[config.mk]
export PLATFORM = sky130hd
export DESIGN_NAME = resp_mux_n
export DESIGN_NICKNAME = d
export VERILOG_FILES = /design/src/rtl/resp_mux_n.sv
export SDC_FILE = /design/constraint.sdc
export NUM_CORES = 1
export LEC_CHECK = 0
export CORE_ASPECT_RATIO = 0.75
export CORE_MARGIN = 2
export CORE_UTILIZATION = 41
export CTS_CLUSTER_DIAMETER = 80
export DETAILED_ROUTE_END_ITERATION = 7
export PLACE_DENSITY = 0.77
export SYNTH_ARGS = -nofsm -noshare
export SYNTH_HDL_FRONTEND = slang
export SYNTH_SLANG_ARGS = --single-unit
[constraint.sdc]
create_clock -name clk -period 1.9 [get_ports clk]
set_input_delay 0.19 -clock clk [delete_from_list [all_inputs] [get_ports clk]]
set_output_delay 0.19 -clock clk [all_outputs]
set_load 0.01 [all_outputs]
[src/rtl/resp_mux_n.sv]
// resp_mux_n: N-slave response return path.
// Latches the target slave index at request time, accepts the response only
// from that slave, and registers it toward the master until accepted.
// Unmapped indices return DECERR; a silent slave returns TOERR after TIMEOUT
// cycles of waiting.
//
// Handshake semantics (both sides): a transfer happens in a cycle where
// valid and ready are both 1 at the rising clock edge. Slave side: s_ready is
// raised only for the latched slave while waiting. s_valid is sampled only in
// that case. Master side: once m_valid rises, m_valid, m_resp and m_rdata stay
// constant until the cycle in which m_ready is 1.
module resp_mux_n #(
    parameter int NUM_SLAVES = 3,
    parameter int SEL_W      = 2,
    parameter int RESP_W     = 2,
    parameter int DATA_W     = 8,
    parameter int TIMEOUT    = 15
) (
    input  logic                         clk,
    input  logic                         rstn,
    input  logic                         req_valid,
    input  logic [SEL_W-1:0]             req_sel,
    input  logic [NUM_SLAVES-1:0]        s_valid,
    input  logic [NUM_SLAVES*RESP_W-1:0] s_resp,
    input  logic [NUM_SLAVES*DATA_W-1:0] s_rdata,
    output logic [NUM_SLAVES-1:0]        s_ready,
    output logic                         m_valid,
    output logic [RESP_W-1:0]            m_resp,
    output logic [DATA_W-1:0]            m_rdata,
    input  logic                         m_ready,
    output logic                         busy,
    output logic                         timeout_err
);

    localparam int TMR_W = $clog2(TIMEOUT) + 1;

    localparam logic [RESP_W-1:0] RESP_TOERR  = RESP_W'(2'b10);
    localparam logic [RESP_W-1:0] RESP_DECERR = RESP_W'(2'b11);
    localparam logic [SEL_W:0]    NUM_SLV     = (SEL_W + 1)'(NUM_SLAVES);
    localparam logic [TMR_W-1:0]  TMR_LAST    = TMR_W'(TIMEOUT - 1);

    typedef enum logic [1:0] {
        ST_IDLE = 2'd0,
        ST_WAIT = 2'd1,
        ST_HOLD = 2'd2
    } state_t;

    state_t              state_q, state_d;
    logic [SEL_W-1:0]    sel_q, sel_d;
    logic [TMR_W-1:0]    timer_q, timer_d;
    logic                m_valid_q, m_valid_d;
    logic [RESP_W-1:0]   m_resp_q, m_resp_d;
    logic [DATA_W-1:0]   m_rdata_q, m_rdata_d;
    logic                timeout_err_q, timeout_err_d;

    logic                sel_valid;
    logic [RESP_W-1:0]   sel_resp;
    logic [DATA_W-1:0]   sel_rdata;

    // Pick the latched slave's channel; all other slaves are invisible.
    always_comb begin
        sel_valid = 1'b0;
        sel_resp  = '0;
        sel_rdata = '0;
        for (int i = 0; i < NUM_SLAVES; i++) begin
            if (sel_q == SEL_W'(i)) begin
                sel_valid = s_valid[i];
                sel_resp  = s_resp[i*RESP_W +: RESP_W];
                sel_rdata = s_rdata[i*DATA_W +: DATA_W];
            end
        end
    end

    // Ready goes only to the latched slave, and only while waiting for it.
    always_comb begin
        s_ready = '0;
        for (int i = 0; i < NUM_SLAVES; i++) begin
            s_ready[i] = (state_q == ST_WAIT) && (sel_q == SEL_W'(i));
        end
    end

    // Next-state and registered-output computation.
    always_comb begin
        state_d       = state_q;
        sel_d         = sel_q;
        timer_d       = timer_q;
        m_valid_d     = m_valid_q;
        m_resp_d      = m_resp_q;
        m_rdata_d     = m_rdata_q;
        timeout_err_d = 1'b0;
        case (state_q)
            ST_IDLE: begin
                m_valid_d = 1'b0;
                if (req_valid) begin
                    sel_d = req_sel;
                    if ({1'b0, req_sel} >= NUM_SLV) begin
                        m_resp_d  = RESP_DECERR;
                        m_rdata_d = '0;
                        m_valid_d = 1'b1;
                        state_d   = ST_HOLD;
                    end else begin
                        timer_d = '0;
                        state_d = ST_WAIT;
                    end
                end
            end
            ST_WAIT: begin
                // A response arriving on the last allowed cycle still wins.
                if (sel_valid) begin
                    m_resp_d  = sel_resp;
                    m_rdata_d = sel_rdata;
                    m_valid_d = 1'b1;
                    state_d   = ST_HOLD;
                end else if (timer_q == TMR_LAST) begin
                    m_resp_d      = RESP_TOERR;
                    m_rdata_d     = '0;
                    m_valid_d     = 1'b1;
                    timeout_err_d = 1'b1;
                    state_d       = ST_HOLD;
                end else begin
                    timer_d = timer_q + 1'b1;
                end
            end
            ST_HOLD: begin
                if (m_ready) begin
                    m_valid_d = 1'b0;
                    state_d   = ST_IDLE;
                end
            end
            default: begin
                m_valid_d = 1'b0;
                state_d   = ST_IDLE;
            end
        endcase
    end

    // State and output registers; reset aborts any transaction in flight.
    always_ff @(posedge clk or negedge rstn) begin
        if (!rstn) begin
            state_q       <= ST_IDLE;
            sel_q         <= '0;
            timer_q       <= '0;
            m_valid_q     <= 1'b0;
            m_resp_q      <= '0;
            m_rdata_q     <= '0;
            timeout_err_q <= 1'b0;
        end else begin
            state_q       <= state_d;
            sel_q         <= sel_d;
            timer_q       <= timer_d;
            m_valid_q     <= m_valid_d;
            m_resp_q      <= m_resp_d;
            m_rdata_q     <= m_rdata_d;
            timeout_err_q <= timeout_err_d;
        end
    end

    assign m_valid     = m_valid_q;
    assign m_resp      = m_resp_q;
    assign m_rdata     = m_rdata_q;
    assign timeout_err = timeout_err_q;
    assign busy        = (state_q != ST_IDLE);

endmodule

==> results.txt <==
* Clk Latency, worst-skew pair: 0.26 ns
- Combinational Power Share: 0.558
- The multi-input combinational cells in the finished layout cover a total of 648.1 um^2.
- TritonCTS built the clock tree.
- Nets: 222
- Crit share post-route: 0.9582
- CP Data Arrival Time: 1.63 ns
* Leading cell type in the layout, fill and taps excluded: sky130_fd_sc_hd__clkdlybuf4s50_1
- Layer with the highest usage after global routing: met2
- Total global routing track utilization: 0.1973
- Share of final-layout standard cells stronger than drive strength 1: 0.1333
- Pin placement for this block handled 55 I/O pins.
- Number of synthesized register bits: 21
- The routed design could run at a clock period as short as 1.821 ns.
- Reg power frac: 0.314
- On the final layout, the worst clock skew is 0.006009 ns.
- The floorplan step defined a core boundary enclosing 2893 um^2.
* Synth area leaders: sky130_fd_sc_hd__dfrtp_1 (43%), sky130_fd_sc_hd__mux2i_1 (12%), sky130_fd_sc_hd__a22o_1 (5.7%), sky130_fd_sc_hd__nand2_1 (4.3%), sky130_fd_sc_hd__o21ai_0 (4.1%)
- Internal: 1.406 mW
- IR analysis of the VDD net gives a maximum drop of 0.6262 mV.
* Met1 track demand over resource: 0.2479
- Post-detailed-route via-to-cell ratio: 5.092
* Count of input and output buffers: 54
- Initial detailed-routing violation count: 22
- The share of the Yosys chip area taken by registers is 0.4268.
- The floorplan step defined a die boundary enclosing 3462 um^2.
- Across all layers, the routed design uses 1110 vias.
- Synthesis handed over a netlist of 120 instances.
* Mean instance size in the synthesized netlist: 10.26 um^2
- Derived from the worst setup path, the maximum achievable clock frequency is 549.3 MHz.
- Starting utilization of the core area: 0.4256
- After legalization and detailed placement, the total HPWL measured 2.460 mm.
- The path class of the tightest hold or removal check is primary input to asynchronous set/reset pin.
- Kind of start point of the critical path: flip-flop
* Max-Cap Viols: 0
- The cell area that synthesis handed to floorplanning was 1231 um^2.
- Final hold vios: 0
- Last weighted congestion value of the routability-driven placer: 0.7492
- Number of nets produced by synthesis: 161
- Combined flip-flop and latch cell area: 528.0 um^2
- In this run the power density over the cells is 1210 nW/um^2.
- For this run, the number of Yosys warnings is 0.
- Global routing usage on met2: 0.3350
- In this run the remaining antenna-violating nets after routing total 0.
* FILL cells: 232
* Post-route setup TNS: 0 ns
* Worst setup slack before clock tree synthesis: 0.1898 ns
- Smallest setup slack after layout: 0.07936 ns
- Relative slew slack: 0.7266
- Crit path max fanout: 6
- Pin count of the biggest net entering global routing: 22
* Total clock buffers created by CTS: 3
- DP Area: 1824 um^2
- From bottom edge to top edge, the die measures 51.46 um.
* Area share of the largest cell type after synthesis: 0.4268
- H-tree depth reported by CTS: 1
- Antenna cells: 0
* CP Data Required Time: 1.71 ns
* Type of destination of the critical path: output port
* Wire length reported by the detailed router: 3.125 mm
* Initial antenna violation count: 0
- Maximum clock path buffer count: 2
* Worst-margin pin slew: 0.4097 ns
* Number of sinks on the clock net: 21
* Final max-slew violation count: 0
- The run finished with clean final reports.
- After clock tree synthesis, the clock-pin slew on the worst setup and hold paths is 0.08 ns.
- Summed over all instances, the cell type with the most area after synthesis is sky130_fd_sc_hd__dfrtp_1.
- Area growth from synthesis to layout: 53.15%
- Clock network power share: 0.128
- Clk root buf: sky130_fd_sc_hd__clkbuf_8
- M3 GR Usage: 0.05286
- The critical path is of the flip-flop to output port type.
- The finished cells cover 1886 um^2.
* Setup repair after global routing missed its margin: false
* Number of global-route vias before repair: 1073
* Number of design rule violations left after detail routing: 0
* Most frequent cells in the layout: sky130_fd_sc_hd__clkdlybuf4s50_1 (52), sky130_fd_sc_hd__dfrtp_1 (19), sky130_fd_sc_hd__mux2i_1 (15)
* Die boundary width: 67.28 um
* Switching share of total power: 0.3839
- Cell Rows: 17
- Yosys cell types: 35
- The first global-routing pass estimated 4.981 mm of wire.
- Setup violations remaining at the end of the flow were counted as 0.
- Average detailed-routed wire length per instance: 14.33 um
- Summed over all layers, the global routing overflow is 0.
- Before antenna repair, the detailed router went through 4 iterations.
- Summed over all nets, the switching power comes to 876.3 uW.
* Leakage power: 0.8106 nW
* Final worst hold slack: 0.2633 ns
-- stage by stage --
step,utilization,std cells,power (mW)
2_1_floorplan,-,120,1.515
3_3_place_gp,0.6306,212,1.929
3_5_place_dp,0.6306,212,1.965
4_1_cts,0.6488,217,2.275
5_1_grt,0.6518,218,2.461
6_report,0.6518,218,2.282
-- cells by family after synthesis --
| kind of cell | after synthesis | synth area share |
|---|---|---|
| adders and majority gates | 2 | 0.02032 |
| buffers and inverters | 11 | 0.04776 |
| AOI/OAI and AO/OA | 33 | 0.1961 |
| muxes | 18 | 0.1494 |
| and+or+nand+nor | 35 | 0.1596 |
| DFF | 21 | 0.4268 |
-- flip-flops by register name, summed over array words and instances (netlist names) --
signal / flops
m_rdata: 8
m_resp: 2
m_valid: 1
sel_q: 2
state_q: 2
timeout_err: 1
timer_q: 5
-- what timing repair did --
item | in CTS | in global routing
resized for setup | 4 | 1
hold buffers | 0 | 0
setup endpoints to repair | 3 | 1
setup buffers | 1 | 1
cloned | 0 | 0
-- cell type report --
| class | count | share of cell area |
|---|---|---|
| multi-input combinational | 88 | 0.3437 |
| tap | 38 | 0.02522 |
| clock buffer | 4 | 0.02389 |
| sequential | 21 | 0.2800 |
| inverter | 5 | 0.009954 |
| timing repair buffer | 62 | 0.3172 |
-- layer usage --
metal	part of all wire	vias to the layer above	wire length (um)
li1	-	555	-
met1	0.46	530	1425
met2	0.48	23	1506
met3	0.051	2	159
met4	0.011	0	33
met5	0	-	0
-- synthesized netlist by cell type, drive strengths merged --
cell type	instances
or2	1
a211oi	3
ha	2
o21ai	12
clkbuf	1
nand2	14
nor3	2
mux2	3
nand3b	1
nand2b	3
nor2b	1
or2b	1
dfrtp	21
nor3b	3
a2bb2oi	1
a31oi	2
buf	5
a22oi	2
a22o	8
and2b	1
nor2	3
a21oi	2
nand3	3
and2	1
o22ai	1
mux2i	15
nand4b	1
inv	5
o21a	2
-- power groups by stage --
stage                     sequential, mW  clock, mW  combinational [mW]
after floorplan                    0.722          0               0.793
after detailed placement           0.752          0                1.21
after CTS                          0.745      0.296                1.23
final                              0.717      0.292                1.27
after global routing               0.739      0.324                1.40
after global placement             0.745          0                1.18
-- worst max-delay path: stages, from the launching register on --
cell                              delay [ns]
sky130_fd_sc_hd__dfrtp_1                0.45
sky130_fd_sc_hd__and2b_4                0.28
sky130_fd_sc_hd__and2_2                 0.12
sky130_fd_sc_hd__clkdlybuf4s50_1        0.52
-- path summary, 6_finish.rpt --
check,from,to,slack [ns],cells after the start
setup / recovery,state_q[1],s_ready[2],0.08,3
hold / removal,rstn,timer_q[4],0.26,2
setup reg to reg,timer_q[0],m_rdata[6],0.25,7
hold reg to reg,m_rdata[2],m_rdata[2],0.51,1
max in group asynchronous,rstn,sel_q[0],1.41,2
min in group clk,m_rdata[2],m_rdata[2],0.51,1
Note: power is estimated with default switching activity, not from simulation.
